==> config.mk <==
export PLATFORM = sky130hd
export DESIGN_NAME = vga_timing_gen
export DESIGN_NICKNAME = d
export VERILOG_FILES = /design/src/rtl/vga_pkg.sv /design/src/rtl/vga_axis_counter.sv /design/src/rtl/vga_timing_gen.sv
export SDC_FILE = /design/constraint.sdc
export NUM_CORES = 1
export LEC_CHECK = 0
export BUFFER_PORTS_ARGS = -buffer_cell sky130_fd_sc_hd__buf_2
export CORE_ASPECT_RATIO = 0.7
export CORE_MARGIN = 1
export CORE_UTILIZATION = 40
export CTS_CLUSTER_DIAMETER = 120
export DETAILED_ROUTE_END_ITERATION = 10
export GPL_TIMING_DRIVEN = 0
export MAX_ROUTING_LAYER = met4
export SLEW_MARGIN = 5
export SYNTH_ARGS = -nofsm -noshare
export SYNTH_HDL_FRONTEND = slang
export SYNTH_HIERARCHICAL = 1
export SYNTH_SLANG_ARGS = --single-unit
==> constraint.sdc <==
create_clock -name clk -period 3.05 [get_ports clk]
set_input_delay 0.1525 -clock clk [delete_from_list [all_inputs] [get_ports clk]]
set_output_delay 0.1525 -clock clk [all_outputs]
set_load 0.01 [all_outputs]
==> src/rtl/vga_pkg.sv <==
// Shared constants and state encoding for the VGA raster timing generator.
package vga_pkg;

  localparam int unsigned VGA_REZ_MAX_WIDTH = 11;
  localparam int unsigned VGA_DEF_H_TOTAL   = 800;
  localparam int unsigned VGA_DEF_H_SYNC    = 96;
  localparam int unsigned VGA_DEF_V_TOTAL   = 525;
  localparam int unsigned VGA_DEF_V_SYNC    = 2;

  typedef enum logic {
    IDLE = 1'b0,
    RUN  = 1'b1
  } vga_state_e;

endpackage

==> src/rtl/vga_axis_counter.sv <==
// One raster axis: wrapping position counter with end-of-axis flag and raw sync.
module vga_axis_counter
  import vga_pkg::*;
#(
  parameter int unsigned W = VGA_REZ_MAX_WIDTH
) (
  input  logic         clk,
  input  logic         rst_n,
  input  logic         clr,
  input  logic         step,
  input  logic [W-1:0] total,
  input  logic [W-1:0] sync_len,
  output logic [W-1:0] count,
  output logic         wrap,
  output logic         sync_raw
);

  logic [W-1:0] count_r;
  logic [W-1:0] last_s;

  // total of 0 wraps at all-ones through modular subtraction
  assign last_s   = total - W'(1);
  assign wrap     = (count_r == last_s);
  assign sync_raw = (count_r < sync_len);
  assign count    = count_r;

  // position register: clear, advance or wrap
  always_ff @(posedge clk or negedge rst_n) begin
    if (!rst_n) begin
      count_r <= {W{1'b0}};
    end else if (clr) begin
      count_r <= {W{1'b0}};
    end else if (step) begin
      count_r <= wrap ? {W{1'b0}} : (count_r + W'(1));
    end else begin
      count_r <= count_r;
    end
  end

endmodule

==> src/rtl/vga_timing_gen.sv <==
// VGA raster timing generator: frame-shadowed configuration, run/idle control,
// pixel/line counters and registered sync/strobe outputs.
module vga_timing_gen
  import vga_pkg::*;
#(
  parameter int unsigned REZ_MAX_WIDTH = VGA_REZ_MAX_WIDTH,
  parameter int unsigned DEF_H_TOTAL   = VGA_DEF_H_TOTAL,
  parameter int unsigned DEF_H_SYNC    = VGA_DEF_H_SYNC,
  parameter int unsigned DEF_V_TOTAL   = VGA_DEF_V_TOTAL,
  parameter int unsigned DEF_V_SYNC    = VGA_DEF_V_SYNC
) (
  input  logic                     clk,
  input  logic                     rst_n,
  input  logic                     En,
  input  logic [REZ_MAX_WIDTH-1:0] H_total,
  input  logic [REZ_MAX_WIDTH-1:0] H_sync_len,
  input  logic [REZ_MAX_WIDTH-1:0] V_total,
  input  logic [REZ_MAX_WIDTH-1:0] V_sync_len,
  input  logic                     H_pol,
  input  logic                     V_pol,
  output logic [REZ_MAX_WIDTH-1:0] Count_h,
  output logic [REZ_MAX_WIDTH-1:0] Count_v,
  output logic                     HSYNC,
  output logic                     VSYNC,
  output logic                     Line_start,
  output logic                     Frame_start
);

  localparam int unsigned W = REZ_MAX_WIDTH;

  vga_state_e state_r, state_nxt_s;

  logic [W-1:0] sh_h_total_r, sh_h_sync_r, sh_v_total_r, sh_v_sync_r;
  logic         sh_h_pol_r, sh_v_pol_r;
  logic         run_s, cnt_clr_s, v_step_s, frame_wrap_s, shadow_load_s;
  logic         h_wrap_s, v_wrap_s, hs_raw_s, vs_raw_s;
  logic         hsync_r, vsync_r, line_start_r, frame_start_r;

  // next-state decode: En alone decides, even mid-frame
  always_comb begin
    state_nxt_s = state_r;
    case (state_r)
      IDLE: begin
        if (En) state_nxt_s = RUN;
        else    state_nxt_s = IDLE;
      end
      RUN: begin
        if (En) state_nxt_s = RUN;
        else    state_nxt_s = IDLE;
      end
      default: state_nxt_s = IDLE;
    endcase
  end

  // state register
  always_ff @(posedge clk or negedge rst_n) begin
    if (!rst_n) state_r <= IDLE;
    else        state_r <= state_nxt_s;
  end

  assign run_s         = (state_r == RUN) && En;
  assign cnt_clr_s     = !run_s;
  assign v_step_s      = run_s && h_wrap_s;
  // a frame wrap still reloads the shadows when En falls on the same cycle
  assign frame_wrap_s  = (state_r == RUN) && h_wrap_s && v_wrap_s;
  assign shadow_load_s = ((state_r == IDLE) && En) || frame_wrap_s;

  // configuration shadows, refreshed only at frame boundaries or on start
  always_ff @(posedge clk or negedge rst_n) begin
    if (!rst_n) begin
      sh_h_total_r <= W'(DEF_H_TOTAL);
      sh_h_sync_r  <= W'(DEF_H_SYNC);
      sh_v_total_r <= W'(DEF_V_TOTAL);
      sh_v_sync_r  <= W'(DEF_V_SYNC);
      sh_h_pol_r   <= 1'b0;
      sh_v_pol_r   <= 1'b0;
    end else if (shadow_load_s) begin
      sh_h_total_r <= H_total;
      sh_h_sync_r  <= H_sync_len;
      sh_v_total_r <= V_total;
      sh_v_sync_r  <= V_sync_len;
      sh_h_pol_r   <= H_pol;
      sh_v_pol_r   <= V_pol;
    end
  end

  vga_axis_counter #(.W(W)) u_h_axis (
    .clk      (clk),
    .rst_n    (rst_n),
    .clr      (cnt_clr_s),
    .step     (run_s),
    .total    (sh_h_total_r),
    .sync_len (sh_h_sync_r),
    .count    (Count_h),
    .wrap     (h_wrap_s),
    .sync_raw (hs_raw_s)
  );

  vga_axis_counter #(.W(W)) u_v_axis (
    .clk      (clk),
    .rst_n    (rst_n),
    .clr      (cnt_clr_s),
    .step     (v_step_s),
    .total    (sh_v_total_r),
    .sync_len (sh_v_sync_r),
    .count    (Count_v),
    .wrap     (v_wrap_s),
    .sync_raw (vs_raw_s)
  );

  // output pipeline: one cycle behind the counters to match the colour stage
  always_ff @(posedge clk or negedge rst_n) begin
    if (!rst_n) begin
      hsync_r       <= 1'b1;
      vsync_r       <= 1'b1;
      line_start_r  <= 1'b0;
      frame_start_r <= 1'b0;
    end else if (run_s) begin
      hsync_r       <= hs_raw_s ~^ sh_h_pol_r;
      vsync_r       <= vs_raw_s ~^ sh_v_pol_r;
      line_start_r  <= (Count_h == {W{1'b0}});
      frame_start_r <= (Count_h == {W{1'b0}}) && (Count_v == {W{1'b0}});
    end else begin
      hsync_r       <= ~sh_h_pol_r;
      vsync_r       <= ~sh_v_pol_r;
      line_start_r  <= 1'b0;
      frame_start_r <= 1'b0;
    end
  end

  assign HSYNC       = hsync_r;
  assign VSYNC       = vsync_r;
  assign Line_start  = line_start_r;
  assign Frame_start = frame_start_r;

endmodule

==> results.yml, run 1 <==
pwr:
  peakVddDrop_mv: 0.3011
  cellLeakagePower_nw: 2.612
  combPwrFrac: 0.197
  p_switching_mw: 0.7579
  p_int_mw: 1.900
  seq_power_share: 0.442
  netSwitchingFraction: 0.2852
  clkPwrFrac: 0.361
  power.density_nw_per_um2: 469.3
placement:
  placed_area_um2: 5092
  hpwl_um: 8113
  io_buffers: 74
  place.gp.congestion: 0.8101
cts:
  cts_root_buf: "clkbuf_16"
  cts_buffers: 9
  cts.clk_slew.worst_paths_ns: 0.06
  clock_path_buffers: 2
  clock_sinks: 73
  cts_tree: "done"
  clock_latency_ns: 0.35
  htreeDepth: 3
detailed_routing:
  ant_nets: 0
  post_drt_wl_per_cell_um: 17.78
  routed-wl-met2_um: 5379
  wl_met1_um: 5770
  first_iter_violations: 352
  first_pass_iters: 5
  drcViolationCount: 0
  avgViaCountPerCell: 5.565
  routed_wl_um: 12140
  vias: 3801
  wl_met3_um: 867
  highest_layer: "met4"
min_path:
  hold_path.class: "in2reg"
logic_synthesis:
  synthesis.area_um2: 4486
  synth_cell_types: 49
  synthArstFlopShare: 1.000
  synth_nets: 495
  synth-edff-count: 0
  ys_ff_latch: 73
  yosys_warnings: 6
  synth_cells: 422
  synth_ff_type: "dfrtp_1"
  avgSynthCellArea_um2: 10.63
  ys_seq_area_frac: 0.4106
floorplan:
  die_height_um: 90.60
  num_io_pins: 75
  start_util: 0.4221
  fp-row-count: 31
  core-area_um2: 10630
  die-width_um: 128.6
  die_area_um2: 11650
final_layout:
  regArea_um2: 1849
  layout_commonest_cell: "buf_2"
  multi_input_area_um2: 2569
  layout_common_cells: "buf_2 (73), dfrtp_1 (55), mux2_2 (46)"
  nFillCells: 980
  final_cell_area_um2: 5663
  syn2layout_area_growth_pct: 26.25
  nets: 602
  drive_above_1_share: 0.3801
timing:
  maxSlewViolCount: 0
  worst_pin_slew_ns: 0.6670
  fin_ws_ns: -0.08236
  finClkSkew_ns: 0.008544
  fin_crit_ns: 3.132
  holdWs_ns: 0.03585
  rsz0062_at_grt: "true"
  slew_headroom: 0.5537
  min_period_over_period: 1.027
  finalSetupViolations: 42
  fmax_mhz: 319.2
  finalHoldViolations: 0
grt:
  track_usage: 0.2253
  grt_max_degree: 39
  grt_first_pass_wirelength_um: 19330
  grt_pass1_vias: 3735
  grt-ovfl-total: 0
  antenna_found_initial: 1
run_status:
  violations: "negative setup slack"
  status: "complete, but fails checks"
worst_setup_path:
  crit_fanout: 6
  path_delay_family: "simple AND/OR/NAND/NOR gates"
  start_kind: "flip-flop"
  worst_path_largest_cell_delay_ns: 0.57
  crit_buf_inv: 2
  crit_arrival_ns: 3.35
  path_cells: "or4_4 > or4_4 > o21ai_2 > or3b_4 > nor4_4 > buf_4 > a31oi_4 > buf_6 > mux2_2"
  critPathKind: "reg2reg"
  path_common_cell: "or4_4"
  cp.required_ns: 3.27
  cp-end-kind: "flip-flop"
  cp_slowest_cell: "or4_4"
run:
  cap_violations: 0
==> flip-flops by register name (all words and copies together) (netlist names) <==
name            count
sh_h_pol_r          1
sh_v_pol_r          1
sh_v_total_r       11
Frame_start         1
state_r             1
u_v_axis/count     11
sh_v_sync_r        11
VSYNC               1
u_h_axis/count     11
HSYNC               1
sh_h_total_r       11
sh_h_sync_r        11
Line_start          1
==> metrics by stage <==
stage	power (mW)	cells	utilization	TNS, ns	setup slack [ns]
final	2.658	683	0.5328	-1.937	-0.08236
after global placement	1.616	644	0.4770	-13.22	-0.4405
after CTS	2.663	680	0.5259	-2.870	-0.1044
after global routing	2.797	683	0.5328	-4.686	-0.1390
after detailed placement	1.641	645	0.4792	-14.74	-0.4477
after floorplan	1.493	422	-	-0.2226	-0.04727
==> path summary, 6_finish.rpt <==
path / start / endpoint / slack (ns) / cells past startpoint
worst max-delay path: sh_h_total_r[5]$_DFFE_PN1P_ / sh_v_sync_r[2]$_DFFE_PN0P_ / -0.08 / 9
worst max register to register: sh_h_total_r[5]$_DFFE_PN1P_ / sh_v_sync_r[2]$_DFFE_PN0P_ / -0.08 / 9
worst min-delay path: V_sync_len[0] / sh_v_sync_r[0]$_DFFE_PN0P_ / 0.04 / 2
worst min register to register: sh_h_pol_r$_DFFE_PN0P_ / HSYNC$_DFF_PN1_ / 0.42 / 1
max in group asynchronous: rst_n / sh_v_total_r[9]$_DFFE_PN1P_ / 2.10 / 3
min in group asynchronous: rst_n / sh_v_sync_r[4]$_DFFE_PN0P_ / 0.31 / 2
==> what timing repair did <==
item	in CTS	in global routing
setup endpoints to repair	57	55
pin swaps	7	8
gates resized for setup	22	17
cloned	5	0
hold buffers	2	0
buffers inserted	12	2
endpoints found under the hold margin	28	0
==> synthesized netlist by cell type, types with 6 or more instances <==
cell       n  share of area
nand2_1   23          0.019
nand2b_1  14          0.020
a21o_1     6          0.010
and3_1    13          0.018
nor4_1     8          0.011
mux2_2    46           0.12
a21oi_1   14          0.016
dfstp_2   12          0.070
a31o_1    12          0.023
o21ai_0    6         0.0067
o41ai_1   12          0.023
nor2b_1    7         0.0098
dfrtp_1   61           0.34
nand3_1    8         0.0089
ha_1      24          0.067
inv_1     39          0.033
xor2_1     6          0.012
nor2_1    14          0.012
xnor2_1   16          0.031
nor3_1     8         0.0089
==> kinds of logic (layout without fill, tap and decap cells) <==
group | Yosys count | after routing | share of synthesized area
mux | 48 | 48 | 0.1199
xor+xnor | 22 | 22 | 0.04296
buf+inv | 47 | 158 | 0.04770
flops | 73 | 73 | 0.4106
fa+ha+maj | 24 | 24 | 0.06695
simple gates | 125 | 125 | 0.1715
other cells | 0 | 1 | 0
compound gates | 83 | 84 | 0.1403
==> layer usage <==
layer	vias to the layer above	track usage
li1	1792	-
met1	1872	0.3093
met2	125	0.3207
met3	12	0.06813
met4	0	0.05882
met5	-	-
==> cell type report <==
cell class / count / area share
Buffer: 8 / 0.01193
Inverter: 39 / 0.02585
Antenna cell: 1 / 0.0004419
Clock buffer: 11 / 0.04110
Sequential cell: 73 / 0.3266
Timing Repair Buffer: 95 / 0.1021
Tap cell: 148 / 0.03270
Clock inverter: 5 / 0.005745
Multi-Input combinational cell: 303 / 0.4536
==> power groups by stage <==
stage | clock network [mW] | registers (mW) | logic (mW)
after floorplan | 0 | 1.17 | 0.328
after global placement | 0 | 1.19 | 0.429
after detailed placement | 0 | 1.19 | 0.448
after CTS | 0.988 | 1.17 | 0.503
after global routing | 1.03 | 1.19 | 0.577
final | 0.961 | 1.17 | 0.523
Note: power is estimated with default switching activity, not from simulation.
==> inputs of run 2 (changes only) <==
--- a/config.mk
+++ b/config.mk
@@ -6,13 +6,16 @@
 export NUM_CORES = 1
 export LEC_CHECK = 0
 export BUFFER_PORTS_ARGS = -buffer_cell sky130_fd_sc_hd__buf_2
+export CELL_PAD_IN_SITES_DETAIL_PLACEMENT = 1
+export CELL_PAD_IN_SITES_GLOBAL_PLACEMENT = 2
 export CORE_ASPECT_RATIO = 0.7
 export CORE_MARGIN = 1
-export CORE_UTILIZATION = 40
+export CORE_UTILIZATION = 33
 export CTS_CLUSTER_DIAMETER = 120
 export DETAILED_ROUTE_END_ITERATION = 10
 export GPL_TIMING_DRIVEN = 0
 export MAX_ROUTING_LAYER = met4
+export PLACE_DENSITY_LB_ADDON = 0.1
 export SLEW_MARGIN = 5
 export SYNTH_ARGS = -nofsm -noshare
 export SYNTH_HDL_FRONTEND = slang
==> results.yml, run 2 (synthesized netlist as in run 1, its figures left out) <==
run_status:
  status: "complete, but fails checks"
  violations: "negative setup slack"
cts:
  cts_tree: "done"
  clock_sinks: 73
  htreeDepth: 3
  clock_latency_ns: 0.33
  cts_root_buf: "clkbuf_16"
  cts.clk_slew.worst_paths_ns: 0.06
  clock_path_buffers: 2
  cts_buffers: 9
final_layout:
  drive_above_1_share: 0.3907
  layout_common_cells: "buf_2 (73), dfrtp_1 (57), mux2_2 (46)"
  syn2layout_area_growth_pct: 30.21
  layout_commonest_cell: "buf_2"
  nets: 603
  nFillCells: 1488
worst_setup_path:
  path_cells: "or4_4 > or4_4 > o21ai_2 > or3b_4 > nor4_4 > buf_4 > a31oi_4 > buf_12 > buf_8 > mux2_2"
  crit_fanout: 5
  path_common_cell: "or4_4"
  path_delay_family: "simple AND/OR/NAND/NOR gates"
  cp.required_ns: 3.27
  r2r_cells: 10
  crit_buf_inv: 3
  r2r-start: "sh_h_total_r[5]$_DFFE_PN1P_"
  start_kind: "flip-flop"
  cp_slowest_cell: "or4_4"
  endpoint: "sh_v_sync_r[10]$_DFFE_PN0P_"
  rrSetupSlack_ns: -0.07
  crit_path_start: "sh_h_total_r[5]$_DFFE_PN1P_"
  crit_arrival_ns: 3.34
  cp.depth: 10
  critPathKind: "reg2reg"
  r2r_end: "sh_v_sync_r[10]$_DFFE_PN0P_"
  worst_path_largest_cell_delay_ns: 0.57
  cp-end-kind: "flip-flop"
floorplan:
  fp-row-count: 35
  start_util: 0.3392
  num_io_pins: 75
  die_area_um2: 14070
  die_height_um: 99.55
  core-area_um2: 13230
  die-width_um: 141.4
timing:
  finClkSkew_ns: 0.005239
  finalSetupViolations: 46
  fin_crit_ns: 3.120
  holdWs_ns: 0.04393
  fin_ws_ns: -0.07007
  rsz0062_at_grt: "true"
  slew_headroom: 0.5584
  finalHoldViolations: 0
  min_period_over_period: 1.023
  maxSlewViolCount: 0
  fmax_mhz: 320.5
  worst_pin_slew_ns: 0.6599
pwr:
  peakVddDrop_mv: 0.2648
  power.density_nw_per_um2: 480.8
  cellLeakagePower_nw: 2.697
grt:
  track_usage: 0.2006
  grt_max_degree: 39
  grt-ovfl-total: 0
  grt_first_pass_wirelength_um: 20760
  antenna_found_initial: 1
  grt_pass1_vias: 3768
min_path:
  hold_path.class: "in2reg"
  min_from: "H_total[1]"
detailed_routing:
  drcViolationCount: 0
  highest_layer: "met4"
  wl_met3_um: 601
  first_pass_iters: 4
  routed_wl_um: 12730
  ant_nets: 0
  wl_met1_um: 6751
  avgViaCountPerCell: 5.146
  post_drt_wl_per_cell_um: 17.65
  first_iter_violations: 121
  routed-wl-met2_um: 5301
  vias: 3710
run:
  cap_violations: 0
placement:
  place.gp.congestion: 0.7849
  pre_cts_ws_ns: -0.5949
  hpwl_um: 9129
  io_buffers: 74
## run 2: where the power goes
part	leakage, nW	switching [mW]	internal, mW	total, mW
clock network	0.145	0.435	0.657	1.09
logic	1.67	0.264	0.281	0.545
registers	0.888	0.0847	1.09	1.17
total	2.70	0.784	2.02	2.81
## run 2: worst reg2reg max path: stages, from the launching register on
cell     delay, ns
dfstp_2       0.38
or4_4         0.57
or4_4         0.43
o21ai_2       0.15
or3b_4        0.41
nor4_4        0.19
buf_4         0.17
a31oi_4       0.11
buf_12        0.17
buf_8         0.14
mux2_2        0.27
## run 2: per-stage QoR
| step | cells | util | power (mW) | TNS, ns | instance area, µm² |
|---|---|---|---|---|---|
| after global routing | 721 | 0.4416 | 2.968 | -6.835 | 5841 |
| after global placement | 681 | 0.3869 | 1.631 | -17.42 | 5116 |
| final | 721 | 0.4416 | 2.808 | -1.860 | 5841 |
| after floorplan | 422 | - | 1.493 | -0.2226 | 4514 |
| after detailed placement | 682 | 0.3886 | 1.654 | -20.88 | 5139 |
| after CTS | 718 | 0.4337 | 2.834 | -3.570 | 5736 |
## run 2: worst min-delay path by stage
| stage | end | slack [ns] | depth (start not counted) |
|---|---|---|---|
| after detailed placement | sh_v_total_r[1]$_DFFE_PN0P_ | 0.16 | 1 |
| final | sh_h_total_r[1]$_DFFE_PN0P_ | 0.04 | 2 |
| after CTS | sh_h_total_r[10]$_DFFE_PN0P_ | 0.03 | 2 |
| after global routing | sh_v_sync_r[2]$_DFFE_PN0P_ | 0.03 | 2 |
| after floorplan | Frame_start$_DFF_PN0_ | -0.14 | 0 |
| after global placement | state_r$_DFF_PN0_ | 0.33 | 1 |
## run 2: layout make-up
class | instances | area, µm² | share of cell area
Multi-Input combinational cell | 302 | 2575 | 0.4409
Sequential cell | 73 | 1847 | 0.3162
Timing Repair Buffer | 97 | 644.4 | 0.1103
Clock buffer | 10 | 239.0 | 0.04092
Tap cell | 185 | 231.5 | 0.03963
Inverter | 39 | 146.4 | 0.02506
Buffer | 8 | 87.58 | 0.01500
Clock inverter | 6 | 67.56 | 0.01157
Antenna cell | 1 | 2.502 | 0.0004284
## run 2: timing repair
item                       4_1_cts  5_1_grt
hold endpoints to repair        29        0
setup buffers                   16        1
hold buffers                     2        0
setup endpoints to repair       57       57
pin swaps                        8       13
gates resized for setup         24       14
cloned                           2        1
## run 2: routing by layer
| metal | up-vias | global-route usage |
|---|---|---|
| met5 | - | - |
| met3 | 5 | 0.03659 |
| met4 | 0 | 0.05518 |
| met1 | 1851 | 0.2994 |
| met2 | 75 | 0.2719 |
| li1 | 1779 | - |
==> inputs of run 3 (changes only) <==
--- a/config.mk
+++ b/config.mk
@@ -10,7 +10,7 @@
 export CELL_PAD_IN_SITES_GLOBAL_PLACEMENT = 2
 export CORE_ASPECT_RATIO = 0.7
 export CORE_MARGIN = 1
-export CORE_UTILIZATION = 33
+export CORE_UTILIZATION = 36
 export CTS_CLUSTER_DIAMETER = 120
 export DETAILED_ROUTE_END_ITERATION = 10
 export GPL_TIMING_DRIVEN = 0
==> constraint.sdc (replaced) <==
create_clock -name clk -period 3.25 [get_ports clk]
set_input_delay 0.1625 -clock clk [delete_from_list [all_inputs] [get_ports clk]]
set_output_delay 0.1625 -clock clk [all_outputs]
set_load 0.01 [all_outputs]
==> results.yml, run 3 (synthesized netlist as in run 1, its figures left out) <==
run_status:
  status: "complete, no violations"
worst_setup_path:
  crit_arrival_ns: 3.44
  cp-end-kind: "flip-flop"
  cp_slowest_cell: "dfrtp_1"
  start_kind: "flip-flop"
  worst_path_largest_cell_delay_ns: 0.54
  crit_fanout: 9
  critPathKind: "reg2reg"
  r2r-start: "u_h_axis/count[7]$_DFFE_PN0P_"
  crit_buf_inv: 1
  r2r_cells: 10
  path_cells: "nor2b_1 > a21oi_1 > a2111oi_0 > a31oi_1 > or3b_4 > nor4_4 > and3_4 > nor3b_4 > buf_12 > a31o_1"
  cp.required_ns: 3.54
  crit_path_start: "u_h_axis/count[7]$_DFFE_PN0P_"
  path_delay_family: "simple AND/OR/NAND/NOR gates"
  cp.depth: 10
timing:
  maxSlewViolCount: 0
  finalSetupViolations: 0
  finClkSkew_ns: 0.005331
  worst_pin_slew_ns: 0.7095
  slew_headroom: 0.5220
  rsz0062_at_grt: "false"
  min_period_over_period: 0.9710
  finalHoldViolations: 0
  fin_crit_ns: 3.156
  tns_ns: 0
  fmax_mhz: 316.9
detailed_routing:
  vias: 3697
  post_drt_wl_per_cell_um: 18.35
  ant_nets: 0
  avgViaCountPerCell: 5.413
  first_iter_violations: 166
  first_pass_iters: 4
  drcViolationCount: 0
  routed_wl_um: 12530
final_layout:
  syn2layout_area_growth_pct: 26.30
  layout_common_cells: "buf_2 (73), dfrtp_1 (57), mux2_2 (46)"
  nFillCells: 1320
  layout_commonest_cell: "buf_2"
  drive_above_1_share: 0.3707
  nets: 594
  stdcell_count: 683
  num_antenna_cells: 0
floorplan:
  num_io_pins: 75
  fp-row-count: 33
  start_util: 0.3759
  core-area_um2: 11930
  die_area_um2: 12920
  die_height_um: 95.39
  die-width_um: 135.4
run:
  cap_violations: 0
pwr:
  power.density_nw_per_um2: 484.6
  total_power_mw: 2.746
  cellLeakagePower_nw: 2.613
  peakVddDrop_mv: 0.3070
grt:
  track_usage: 0.2159
  grt_pass1_vias: 3713
  grt_first_pass_wirelength_um: 20110
  grt_max_degree: 38
  antenna_found_initial: 0
  grt-ovfl-total: 0
placement:
  io_buffers: 74
  hpwl_um: 9094
  place_inst: 654
  place.gp.congestion: 0.7392
cts:
  clock_latency_ns: 0.35
  cts_root_buf: "clkbuf_16"
  htreeDepth: 3
  cts_buffers: 9
  cts.clk_slew.worst_paths_ns: 0.06
  cts_tree: "done"
  clock_path_buffers: 2
  clock_sinks: 73
min_path:
  hold_depth: 2
  min_from: "H_sync_len[8]"
  hold_path.class: "in2reg"
[run 3: power breakdown]
group	internal, mW	switching, mW
combinational	0.242	0.241
sequential	1.02	0.0777
clock	0.750	0.415
total	2.01	0.734
[run 3: worst register-to-register path, stage by stage (launching register included)]
cell and delay [ns]:
dfrtp_1 0.54, nor2b_1 0.28, a21oi_1 0.10, a2111oi_0 0.45, a31oi_1 0.16, or3b_4 0.45, nor4_4 0.26, and3_4 0.31
nor3b_4 0.24, buf_12 0.16, a31o_1 0.15
[run 3: worst paths after layout]
kind                                                  to  slack, ns
max                        u_v_axis/count[4]$_DFFE_PN0P_       0.09
min                           sh_h_sync_r[8]$_DFFE_PN0P_       0.04
max reg2reg                u_v_axis/count[4]$_DFFE_PN0P_       0.09
min reg2reg                              VSYNC$_DFF_PN1_       0.43
max in group asynchronous                HSYNC$_DFF_PN1_       2.28
min in group asynchronous    sh_v_total_r[4]$_DFFE_PN0P_       0.33
[run 3: cell type report]
class / count / area, µm² / share of cell area
Sequential cell: 73 / 1847 / 0.3260
Inverter: 39 / 146.4 / 0.02584
Buffer: 8 / 71.32 / 0.01259
Clock buffer: 9 / 225.2 / 0.03975
Multi-Input combinational cell: 302 / 2535 / 0.4474
Clock inverter: 7 / 118.9 / 0.02098
Tap cell: 157 / 196.4 / 0.03467
Timing Repair Buffer: 88 / 525.5 / 0.09276
[run 3: metal layers]
metal | routed length (µm) | track usage | up-vias
met5 | 0 | - | -
met1 | 6548 | 0.3012 | 1853
met2 | 5374 | 0.3124 | 69
met4 | 104 | 0.04869 | 0
li1 | - | - | 1764
met3 | 503 | 0.05423 | 11
[run 3: metrics by stage]
| step | setup WS, ns | area (µm²) | hold slack (ns) | util |
|---|---|---|---|---|
| final | 0.09417 | 5665 | 0.04219 | 0.4748 |
| after global routing | 0.009656 | 5665 | 0.03633 | 0.4748 |
| after CTS | -0.07495 | 5572 | 0.02791 | 0.4669 |
| after detailed placement | -0.5756 | 5081 | 0.1698 | 0.4258 |
| after global placement | -0.4965 | 5059 | 0.3312 | 0.4239 |
| after floorplan | 0.009290 | 4492 | -0.1331 | - |
[run 3: repair_timing]
| action | CTS | global route |
|---|---|---|
| gates resized for setup | 15 | 12 |
| pin swaps | 9 | 6 |
| cloned | 0 | 1 |
| endpoints found under the hold margin | 32 | 0 |
| setup buffers | 7 | 3 |
| endpoints found under the setup margin | 57 | 55 |
| hold buffers | 2 | 0 |
